==> config.mk <==
export PLATFORM = sky130hd
export DESIGN_NAME = avalon_led_pwm_ctrl
export DESIGN_NICKNAME = d
export VERILOG_FILES = /design/src/rtl/avalon_led_pkg.sv /design/src/rtl/led_pwm_channel.sv /design/src/rtl/avalon_led_pwm_ctrl.sv
export SDC_FILE = /design/constraint.sdc
export NUM_CORES = 1
export LEC_CHECK = 0
export CORE_MARGIN = 2
export CORE_UTILIZATION = 61
export CTS_BUF_LIST = sky130_fd_sc_hd__clkbuf_4
export CTS_CLUSTER_DIAMETER = 200
export DETAILED_ROUTE_END_ITERATION = 10
export PLACE_DENSITY_LB_ADDON = 0.2
export SLEW_MARGIN = 15
export SYNTH_ARGS = -nofsm -noshare
export SYNTH_HDL_FRONTEND = slang
export SYNTH_SLANG_ARGS = --single-unit
==> constraint.sdc <==
create_clock -name clk -period 3.4 [get_ports clk]
set_clock_uncertainty 0.05 [all_clocks]
set_input_delay 0.68 -clock clk [delete_from_list [all_inputs] [get_ports clk]]
set_output_delay 0.68 -clock clk [all_outputs]
set_load 0.05 [all_outputs]
==> src/rtl/avalon_led_pkg.sv <==
// Shared constants for the Avalon-MM LED/PWM controller:
// the word-address map seen over the lightweight bridge and the per-LED mode encoding.
package avalon_led_pkg;

  localparam logic [4:0] ADDR_DIRECT     = 5'h00;
  localparam logic [4:0] ADDR_MODE       = 5'h01;
  localparam logic [4:0] ADDR_PRESCALE   = 5'h02;
  localparam logic [4:0] ADDR_BLINK_MASK = 5'h03;
  localparam logic [4:0] ADDR_BLINK_PER  = 5'h04;
  localparam logic [4:0] ADDR_DUTY_BASE  = 5'h10;

  localparam logic MODE_DIRECT = 1'b0;
  localparam logic MODE_PWM    = 1'b1;

endpackage

==> src/rtl/led_pwm_channel.sv <==
// One LED lane: compares the shared PWM counter against this LED's duty,
// picks direct level or PWM by mode, and gates the result with the blink phase.
// Purely combinational; the top level registers the result onto the pin.
module led_pwm_channel
  import avalon_led_pkg::*;
#(
  parameter int PWM_BITS = 8
) (
  input  logic [PWM_BITS-1:0] pwm_cnt,
  input  logic [PWM_BITS-1:0] duty,
  input  logic                mode,
  input  logic                direct,
  input  logic                blink_mask,
  input  logic                phase,
  output logic                led_next
);

  logic pwm_on;
  logic src;

  // Duty compare, mode select and blink gating for this LED.
  always_comb begin
    pwm_on = (pwm_cnt < duty);
    src    = pwm_on;
    case (mode)
      MODE_DIRECT: src = direct;
      default:     src = pwm_on;
    endcase
    led_next = src & (~blink_mask | phase);
  end

endmodule

==> src/rtl/avalon_led_pwm_ctrl.sv <==
// Avalon-MM slave LED controller: register file, PWM tick prescaler,
// shared PWM counter and blink timebase, plus one led_pwm_channel per LED.
module avalon_led_pwm_ctrl
  import avalon_led_pkg::*;
#(
  parameter int NUM_LEDS   = 8,
  parameter int PWM_BITS   = 8,
  parameter int PRESCALE_W = 16
) (
  input  logic                clk,
  input  logic                reset_n,
  input  logic [4:0]          avs_address,
  input  logic                avs_read,
  input  logic                avs_write,
  input  logic [31:0]         avs_writedata,
  output logic [31:0]         avs_readdata,
  output logic [NUM_LEDS-1:0] leds
);

  localparam logic [PWM_BITS-1:0] PWM_MAX = '1;

  logic [NUM_LEDS-1:0]   direct_reg;
  logic [NUM_LEDS-1:0]   mode_reg;
  logic [NUM_LEDS-1:0]   blink_mask_reg;
  logic [PRESCALE_W-1:0] prescale_reg;
  logic [15:0]           blink_per_reg;
  logic [PWM_BITS-1:0]   duty_reg [NUM_LEDS];

  logic [PRESCALE_W-1:0] presc_cnt;
  logic [PWM_BITS-1:0]   pwm_cnt;
  logic [15:0]           blink_cnt;
  logic                  blink_phase;
  logic                  tick;
  logic                  period_end;

  logic [31:0]           read_mux;
  logic [NUM_LEDS-1:0]   led_next;

  // Only the low bits of the write bus are stored; the rest is deliberately dropped.
  logic unused_wdata;
  assign unused_wdata = ^avs_writedata;

  // The >= compare lets a lowered PRESCALE fire at once instead of waiting for a wrap.
  assign tick       = (presc_cnt >= prescale_reg);
  assign period_end = tick && (pwm_cnt == PWM_MAX);

  // Register file: a write commits at the edge it is presented; unmapped addresses are ignored.
  always_ff @(posedge clk) begin
    if (!reset_n) begin
      direct_reg     <= '0;
      mode_reg       <= '0;
      blink_mask_reg <= '0;
      prescale_reg   <= '0;
      blink_per_reg  <= '0;
      for (int i = 0; i < NUM_LEDS; i++) duty_reg[i] <= '0;
    end else if (avs_write) begin
      case (avs_address)
        ADDR_DIRECT:     direct_reg     <= avs_writedata[NUM_LEDS-1:0];
        ADDR_MODE:       mode_reg       <= avs_writedata[NUM_LEDS-1:0];
        ADDR_PRESCALE:   prescale_reg   <= avs_writedata[PRESCALE_W-1:0];
        ADDR_BLINK_MASK: blink_mask_reg <= avs_writedata[NUM_LEDS-1:0];
        ADDR_BLINK_PER:  blink_per_reg  <= avs_writedata[15:0];
        default: ;
      endcase
      for (int i = 0; i < NUM_LEDS; i++) begin
        if (avs_address == ADDR_DUTY_BASE + 5'(i)) duty_reg[i] <= avs_writedata[PWM_BITS-1:0];
      end
    end
  end

  // Read-back mux with unused high bits and unmapped addresses returning zero.
  always_comb begin
    read_mux = '0;
    case (avs_address)
      ADDR_DIRECT:     read_mux[NUM_LEDS-1:0]   = direct_reg;
      ADDR_MODE:       read_mux[NUM_LEDS-1:0]   = mode_reg;
      ADDR_PRESCALE:   read_mux[PRESCALE_W-1:0] = prescale_reg;
      ADDR_BLINK_MASK: read_mux[NUM_LEDS-1:0]   = blink_mask_reg;
      ADDR_BLINK_PER:  read_mux[15:0]           = blink_per_reg;
      default: ;
    endcase
    for (int i = 0; i < NUM_LEDS; i++) begin
      if (avs_address == ADDR_DUTY_BASE + 5'(i)) read_mux[PWM_BITS-1:0] = duty_reg[i];
    end
  end

  // Latency-1 read data that holds until the next read; a same-cycle write is not seen.
  always_ff @(posedge clk) begin
    if (!reset_n) avs_readdata <= '0;
    else if (avs_read) avs_readdata <= read_mux;
  end

  // Prescaler producing the PWM tick.
  always_ff @(posedge clk) begin
    if (!reset_n) presc_cnt <= '0;
    else if (tick) presc_cnt <= '0;
    else presc_cnt <= presc_cnt + 1'b1;
  end

  // Shared PWM counter, wrapping naturally at its full width.
  always_ff @(posedge clk) begin
    if (!reset_n) pwm_cnt <= '0;
    else if (tick) pwm_cnt <= pwm_cnt + 1'b1;
  end

  // Blink timebase counted in PWM periods; a zero period parks the phase at "on".
  always_ff @(posedge clk) begin
    if (!reset_n) begin
      blink_cnt   <= '0;
      blink_phase <= 1'b1;
    end else if (blink_per_reg == 16'd0) begin
      blink_cnt   <= '0;
      blink_phase <= 1'b1;
    end else if (period_end) begin
      if (blink_cnt >= blink_per_reg - 16'd1) begin
        blink_cnt   <= '0;
        blink_phase <= ~blink_phase;
      end else begin
        blink_cnt <= blink_cnt + 16'd1;
      end
    end
  end

  for (genvar i = 0; i < NUM_LEDS; i++) begin : g_chan
    led_pwm_channel #(
      .PWM_BITS(PWM_BITS)
    ) u_chan (
      .pwm_cnt   (pwm_cnt),
      .duty      (duty_reg[i]),
      .mode      (mode_reg[i]),
      .direct    (direct_reg[i]),
      .blink_mask(blink_mask_reg[i]),
      .phase     (blink_phase),
      .led_next  (led_next[i])
    );
  end

  // Registered LED drive so the pins are glitch-free.
  always_ff @(posedge clk) begin
    if (!reset_n) leds <= '0;
    else leds <= led_next;
  end

endmodule
Word level (Yosys, flattened, before mapping) --
Memory sizes are Yosys's and may differ from the RTL's. Index checks and enable logic that the tools add are counted.
Storage, ports and cells: flip-flop bits (word level) 121, output and inout bits 40, memories kept 1, word-level logic and storage cells 144, input port bits 41, RAM bits 64
Operators by class: magnitude comparators 10, equality and inequality tests 13, reductions and logical operators 11, add/sub/neg operators 4, bitwise gates (word level) 34, mux-type cells 60
Memories:
- duty_reg | depth 8, width 8, rd ports 8, clocked after Yosys merged registers in 0, write ports 8, line avalon_led_pwm_ctrl.sv:27 | logic [PWM_BITS-1:0] duty_reg [NUM_LEDS];
Operators by type and width (number):
- $mux W8 | 16
- $lt A8 B8 Y1 | 8
- $mux W1 | 41
- $eq A5 B5 Y1 const B | 8
- $pmux W8 S5 | 1
- $add A16 B1 Y16 const B | 2
- $ge A16 B16 Y1 | 2
- $logic_not A16 Y1 | 1
- $mux W16 | 1
- $or A1 B1 Y1 | 16
- $pmux W8 S2 | 1
- $sub A16 B1 Y16 const B | 1
- $reduce_and A2 Y1 | 6
- $eq A5 B2 Y1 const B | 2
- $not A1 Y1 | 10
- $add A8 B1 Y8 const B | 1
- $and A1 B1 Y1 | 8
- $eq A8 B8 Y1 const B | 1
- $eq A5 B1 Y1 const B | 1
- $eq A5 B3 Y1 const B | 1
- $logic_not A5 Y1 | 1
- $reduce_or A2 Y1 | 2
- $logic_and A1 B1 Y1 | 1

Longest topological paths before layout --
Gate-level depths: netlist of the first run.
depth after elaboration 10, depth in mapped cells 14, mapped depth without buffers 13

Cells and area by module --
Synthesis of the first run repeated with hierarchy kept, for this count alone.
Unflattened totals: cell total of the unflattened synthesis 1228, area total of the unflattened synthesis 11003.1 µm²
By module, submodules not included:
- avalon_led_pwm_ctrl | area each 9301.4 µm², cells an instance 1004, times used 1, sequential area each 4344.2 µm²
- led_pwm_channel | area each 212.7 µm², cells an instance 28, times used 8, sequential area each 0.0 µm²

Worst setup path before layout of the first run --
OpenSTA, ideal clock, no wires.
kind register to register, start point register blink_per_reg[2], end point register blink_cnt[6], period minus slack after synthesis 3.026 ns, data required time 3.233 ns, slack 0.374 ns, path buffers 1, arrival 2.858 ns, setup time 0.117 ns, cell stages (with the launch flop) 14, cell sequence dfxtp_1 -> nor3_1 -> nor3b_1 -> nand3_1 -> nor4_1 -> xnor2_1 -> ha_1 -> nand4_1 -> nor2_1 -> o21ai_0 -> o21ai_1 -> buf_2 -> o211ai_1 -> a32o_1
Between the ends: longest elaborated chain between the ends 3, elaborated cells between the ends (all ways) 5, classes of those cells 1 x add/sub; 1 x order compare; 1 x mux; 2 x reduce/logical
RTL lines:
- from (decl) | line avalon_led_pwm_ctrl.sv:26 | logic [15:0] blink_per_reg;
- from (signal assigned) | line avalon_led_pwm_ctrl.sv:62 | ADDR_BLINK_PER: blink_per_reg <= avs_writedata[15:0];
- $sub A16 B1 Y16 | line avalon_led_pwm_ctrl.sv:115 | if (blink_cnt >= blink_per_reg - 16'd1) begin
- $ge A16 B16 Y1 | line avalon_led_pwm_ctrl.sv:115
- $mux W16 | line avalon_led_pwm_ctrl.sv:115
- to (signal assigned) | line avalon_led_pwm_ctrl.sv:119 | blink_cnt <= blink_cnt + 16'd1;
- to (decl) | line avalon_led_pwm_ctrl.sv:31 | logic [15:0] blink_cnt;
Several ways; a longest one is shown, not always the timed one. A chain may end at the register's enable or synchronous reset.

Worst setup path after layout of the first run --
start point register blink_per_reg[8], end point register blink_cnt[13]
The elaborated chain is that of the path after synthesis.

==> out/qor.csv, run 1 <==
metric;value;unit
clk_latency;0.61;ns
wl_per_cell;18.2;um
synth_top_area_share;22.6;%
cts_max_level;4;
gp_congestion;0.990;
synth_common_cells;nand2_1 (132), nor2_1 (123), dfxtp_1 (121), inv_1 (102), ha_1 (92);
core;0.0172;mm2
final_cell_area;0.0118;mm2
critical_path.top_delay_family;simple AND/OR/NAND/NOR gates;
p_total;4.21;mW
track_usage;29.5;%
hold_path.class;reg -> reg;
ir_drop;0.000258;V
die_w;136;um
drt_iter0_markers;906;
setup.worst_path.start;blink_per_reg[8];
crit_path_cell_trace;nor3_1 > nand3_1 > nor3_1 > xnor2_1 > ha_1 > nand4_1 > nor2_1 > o21ai_0 > o21ai_1 > buf_4 > nor3_1 > buf_4 > a32o_1;
yosysTopAreaCell;dfxtp_1;
power_density;359;mW/mm2
crit_end;blink_cnt[13];
arrival;3.60;ns
p_comb_share;14.4;%
fmax;319;MHz
critPathMaxFanout;13;
yosysWarnings;0;
synth_cells;1202;
cp.depth;13;
avgSynthCellArea;8.90;um2
r2r_start;blink_per_reg[8];
crit_top_cell;nor3_1;
dr.pass1.iters;7;
synth_area_leaders;dfxtp_1 (23%), edfxtp_1 (18%), ha_1 (11%);
status;finished, final reports clean;
finalSetupViolCount;0;
post-place-ws;0.167;ns
grt_pass1_wl;42000;um
antenna_found_initial;1;
worst-r2r-setup-slack;0.26;ns
async_flop_share;0;%
core.rowCount;48;
dpl_cell_area;0.0114;mm2
layout-drive-gt1-share;6.57;%
die_h;136;um
p_int;2.97;mW
critPathCaptureType;register;
ys.flop_type;dfxtp_1;
post-route-util;68.2;%
reg2reg_to;blink_cnt[13];
io_buffers;48;
netlist_area;0.0107;mm2
crit_buf_inv;2;
finalWirelength;27200;um
max_stage_delay;0.42;ns
drv_cap;0;
fp.dieArea;0.0186;mm2
post-route-drc-count;0;
nNetsFinal;1384;
cts_max_path_buffers;2;
post_cts_hold_buffer_count;0;
initial_core_util;62.1;%
start_kind;register;
fin_tns_setup;0;ns
synth_edf_count;64;
cts-buffers-inserted;17;
cts-root-buf;clkbuf_4;
cts_tree;built;
grt_pass1_vias;7958;
layout_setup_ws;0.261;ns
routed_via_density;6.01;
p_clk_share;28.0;%
worst_slew_pin_slew;0.846;ns
worstPathRequired;3.86;ns
largest_reg_flops;64;
p_leak;4.84;nW
synthDistinctLibCells;68;
slew_headroom;43.4;%
io_pins;81;
grt-ovfl-total;0;
synth_seq_cells;185;
slew_violations;0;
post-dp-hpwl;20200;um
hold_viol;0;
sw_frac_of_total;29.6;%
switching_power;1.25;mW
grt_max_degree;46;
critPathKind;reg -> reg;
seqPwrFrac;57.6;%
rsz0062_at_grt;no;
dr_total_vias;8957;
synthMostInstantiatedCell;nand2_1;
ant_nets;0;
path_clk_slew;0.16;ns
seq_area_frac_synth;40.6;%
clock-sinks;185;
synthToLayoutAreaGrowth;9.82;%
reg2reg_depth;13;
crit_slowest_cell;nor3_1;
finalCritPeriodShare;92.3;%
fin_crit;3.14;ns
## final cells by class
class                      instances  area (um2)
fill                            1395        5490
sequential                       185        4340
multi-input combinational        863        5720
clock inverter                    13         123
inverter                         103         387
clock buffer                      19         143
antenna                            1        2.50
timing repair buffer              81         753
tap                              225         282
## worst min-delay path by stage
| stage | startpoint | to | slack, ns | depth (start not counted) |
|---|---|---|---|---|
| 5_1_grt | prescale_reg[7] | prescale_reg[7] | 0.43 | 2 |
| 3_5_place_dp | prescale_reg[7] | prescale_reg[7] | 0.40 | 2 |
| 6_report | prescale_reg[7] | prescale_reg[7] | 0.42 | 2 |
| 3_3_place_gp | prescale_reg[7] | prescale_reg[7] | 0.39 | 2 |
| 4_1_cts | prescale_reg[7] | prescale_reg[7] | 0.42 | 2 |
| 2_1_floorplan | prescale_reg[7] | prescale_reg[7] | 0.39 | 2 |
## power groups by stage
stage | Combinational, mW | Clock [mW] | Sequential (mW)
3_3_place_gp | 0.580 | 0 | 2.47
3_5_place_dp | 0.594 | 0 | 2.47
4_1_cts | 0.597 | 1.18 | 2.43
5_1_grt | 0.655 | 1.27 | 2.44
2_1_floorplan | 0.386 | 0 | 2.48
6_report | 0.605 | 1.18 | 2.43
## layer usage
layer / GRT usage (%) / wire [um] / vias up
li1: - / - / 4345
met1: 43.7 / 12500 / 4170
met4: 9.78 / 828 / 0
met5: 0 / 0 / -
met3: 4.77 / 2110 / 63
met2: 43.7 / 11800 / 379
## metrics by stage
| step | hold slack [ns] | cells |
|---|---|---|
| 6_report | 0.422 | 1490 |
| 5_1_grt | 0.434 | 1490 |
| 4_1_cts | 0.416 | 1489 |
| 3_5_place_dp | 0.398 | 1457 |
| 3_3_place_gp | 0.393 | 1457 |
| 2_1_floorplan | 0.386 | 1217 |
## worst min-delay path: stages (launching register included)
cell and delay, ns:
dfxtp_1 0.34, nand2_1 0.05, a21oi_1 0.05
## logic make-up after synthesis
kind of cell | share of synthesized area (%)
fa+ha+maj | 10.8
buf+inv | 6.79
simple gates | 18.0
other cells | 0.0350
flops | 40.6
compound gates | 17.1
xor+xnor | 2.37
mux | 4.34
## cell usage in the layout (no fill, tap or decap), types with 13 or more instances in the layout
cell type / instances
o21a_1: 13
conb_1: 16
o211ai_1: 24
nand2_1: 132
o21ai_0: 62
nand2b_1: 14
and3_1: 16
clkbuf_4: 19
nand3b_1: 18
buf_4: 31
nor2_1: 123
edfxtp_1: 64
xnor2_1: 22
nand4_1: 13
a32o_1: 13
ha_1: 92
clkdlybuf4s50_1: 48
inv_1: 101
nand3_1: 30
dfxtp_1: 121
a21oi_1: 81
a22oi_1: 17
mux2i_1: 43
## what timing repair did
item,4_1_cts,5_1_grt
resized for setup,0,6
hold endpoints to repair,0,0
setup buffers,0,0
endpoints found under the setup margin,0,17
(Power assumes the default switching activity.)
==> inputs of run 2 (changes only) <==
--- a/config.mk
+++ b/config.mk
@@ -11,6 +11,7 @@
 export CTS_CLUSTER_DIAMETER = 200
 export DETAILED_ROUTE_END_ITERATION = 10
 export PLACE_DENSITY_LB_ADDON = 0.2
+export SKIP_LAST_GASP = 1
 export SLEW_MARGIN = 15
 export SYNTH_ARGS = -nofsm -noshare
 export SYNTH_HDL_FRONTEND = slang
==> constraint.sdc (replaced) <==
create_clock -name clk -period 3.4 [get_ports clk]
set_clock_uncertainty 0.05 [all_clocks]
set_input_delay 0.51 -clock clk [delete_from_list [all_inputs] [get_ports clk]]
set_output_delay 0.51 -clock clk [all_outputs]
set_load 0.05 [all_outputs]
==> out/qor.csv, run 2 (synthesized netlist as in run 1, its figures left out) <==
metric;value;unit;change
status;finished, final reports clean;;unchanged
path_clk_slew;0.17;ns;was 0.16 ns
antenna_found_initial;1;;unchanged
worst_slew_pin_slew;0.843;ns;was 0.846 ns
wl_per_cell;19.0;um;was 18.2 um
cts-root-buf;clkbuf_4;;unchanged
r2r_start;blink_per_reg[0];;was blink_per_reg[8]
grt-ovfl-total;0;;unchanged
setup.worst_path.start;blink_per_reg[0];;was blink_per_reg[8]
post-place-ws;0.00131;ns;was 0.167 ns
post-dp-hpwl;21100;um;was 20200 um
arrival;3.68;ns;was 3.60 ns
critPathMaxFanout;7;;was 13
fmax;309;MHz;was 319 MHz
slew_violations;0;;unchanged
routed_via_density;6.09;;was 6.01
cts_max_path_buffers;2;;unchanged
fin_cells;1498;;was 1490
io_pins;81;;unchanged
synthToLayoutAreaGrowth;10.1;%;was 9.82%
critPathCaptureType;register;;unchanged
io_buffers;48;;unchanged
critPathKind;reg -> reg;;unchanged
power_density;360;mW/mm2;was 359 mW/mm2
fin_tns_setup;0;ns;unchanged
drv_cap;0;;unchanged
post_cts_hold_buffer_count;0;;unchanged
die_w;136;um;unchanged
finalWirelength;28400;um;was 27200 um
post-route-util;68.3;%;was 68.2%
start_kind;register;;unchanged
hold_path.class;in -> reg;;was reg -> reg
largest_reg_flops;64;;unchanged
slew_headroom;43.6;%;was 43.4%
clk_latency;0.60;ns;was 0.61 ns
holdCritStartpoint;avs_writedata[14];;was prescale_reg[7]
post-route-drc-count;0;;unchanged
finalSetupViolCount;0;;unchanged
grt_pass1_wl;44400;um;was 42000 um
mostFrequentLayoutCell;nand2_1;;unchanged
track_usage;31.2;%;was 29.5%
ir_drop;0.000314;V;was 0.000258 V
worstPathRequired;3.85;ns;was 3.86 ns
cts_tree;built;;unchanged
fin_crit;3.23;ns;was 3.14 ns
die_h;136;um;unchanged
dp.cells;1463;;was 1457
grt_pass1_vias;8310;;was 7958
p_total;4.25;mW;was 4.21 mW
cts-buffers-inserted;17;;unchanged
hold_viol;0;;unchanged
cts_max_level;4;;unchanged
final_cell_mix;nand2_1 (132), nor2_1 (123), dfxtp_1 (121);;unchanged
layout_setup_ws;0.167;ns;was 0.261 ns
nNetsFinal;1392;;was 1384
grt_max_degree;41;;was 46
finalCritPeriodShare;95.1;%;was 92.3%
gp_congestion;0.948;;was 0.990
layout-drive-gt1-share;7.31;%;was 6.57%
dr_total_vias;9124;;was 8957
p_leak;4.88;nW;was 4.84 nW
drt_iter0_markers;945;;was 906
core;0.0172;mm2;unchanged
dr.pass1.iters;6;;was 7
initial_core_util;62.1;%;unchanged
ant_nets;0;;unchanged
fp.dieArea;0.0186;mm2;unchanged
clock-sinks;185;;unchanged
core.rowCount;48;;unchanged
==> run 2: changes by cell type in the layout (fill, tap and decap cells not counted), sizes merged <==
cell,previous run,this run
clkinv,8,4
inv,106,112
buf,33,41
clkbuf,19,17
==> run 2: cell type report <==
class,instances,area (um2)
Multi-Input combinational cell,863,5710
Clock inverter,15,139
Antenna cell,1,2.50
Sequential cell,185,4340
Clock buffer,17,128
Inverter,103,387
Timing Repair Buffer,89,786
Fill cell,1411,5460
Tap cell,225,282
==> run 2: path summary, 6_finish.rpt <==
kind / end / slack, ns / cells after the start
worst max-delay path: blink_cnt[5] / 0.17 / 13
worst min-delay path: prescale_reg[14] / 0.43 / 3
worst max register to register: blink_cnt[5] / 0.17 / 13
worst min register to register: prescale_reg[7] / 0.43 / 2
==> run 2: routing by layer <==
metal  wire length [um]  track usage (%)  share of wire, %  vias up
met2              12600             47.0                44      398
met3               2360             4.96               8.3       57
met4                727             10.4               2.6        0
met1              12800             45.8                45     4299
li1                   -                -                 -     4370
met5                  0                0                 0        -
==> run 2: stage by stage <==
| stage | area (um2) | hold slack, ns |
|---|---|---|
| after detailed placement | 11500 | 0.407 |
| after floorplan | 10800 | 0.386 |
| final | 11800 | 0.426 |
| after global routing | 11800 | 0.417 |
| after global placement | 11500 | 0.394 |
| after CTS | 11700 | 0.405 |
==> run 2: power breakdown <==
part | leakage (nW) | switching [mW] | internal, mW | total (mW)
clock network | 0.154 | 0.829 | 0.381 | 1.21
logic | 3.13 | 0.389 | 0.217 | 0.606
registers | 1.59 | 0.0699 | 2.36 | 2.43
==> run 2: critical path, cell delays in order (launching register included) <==
cell	delay, ns
dfxtp_1	0.35
nor3_1	0.30
nor3b_2	0.27
nand3_1	0.17
nor4_1	0.32
xnor2_1	0.13
ha_1	0.31
nand4_1	0.12
nor2_1	0.14
o21ai_1	0.14
o21ai_2	0.24
buf_4	0.19
o211ai_1	0.12
a32o_1	0.31
==> run 2: what timing repair did <==
item                                    CTS  global route
pin swaps                                 0             1
endpoints found under the setup margin    3            17
resized for setup                         1             6
setup buffers                             0             1
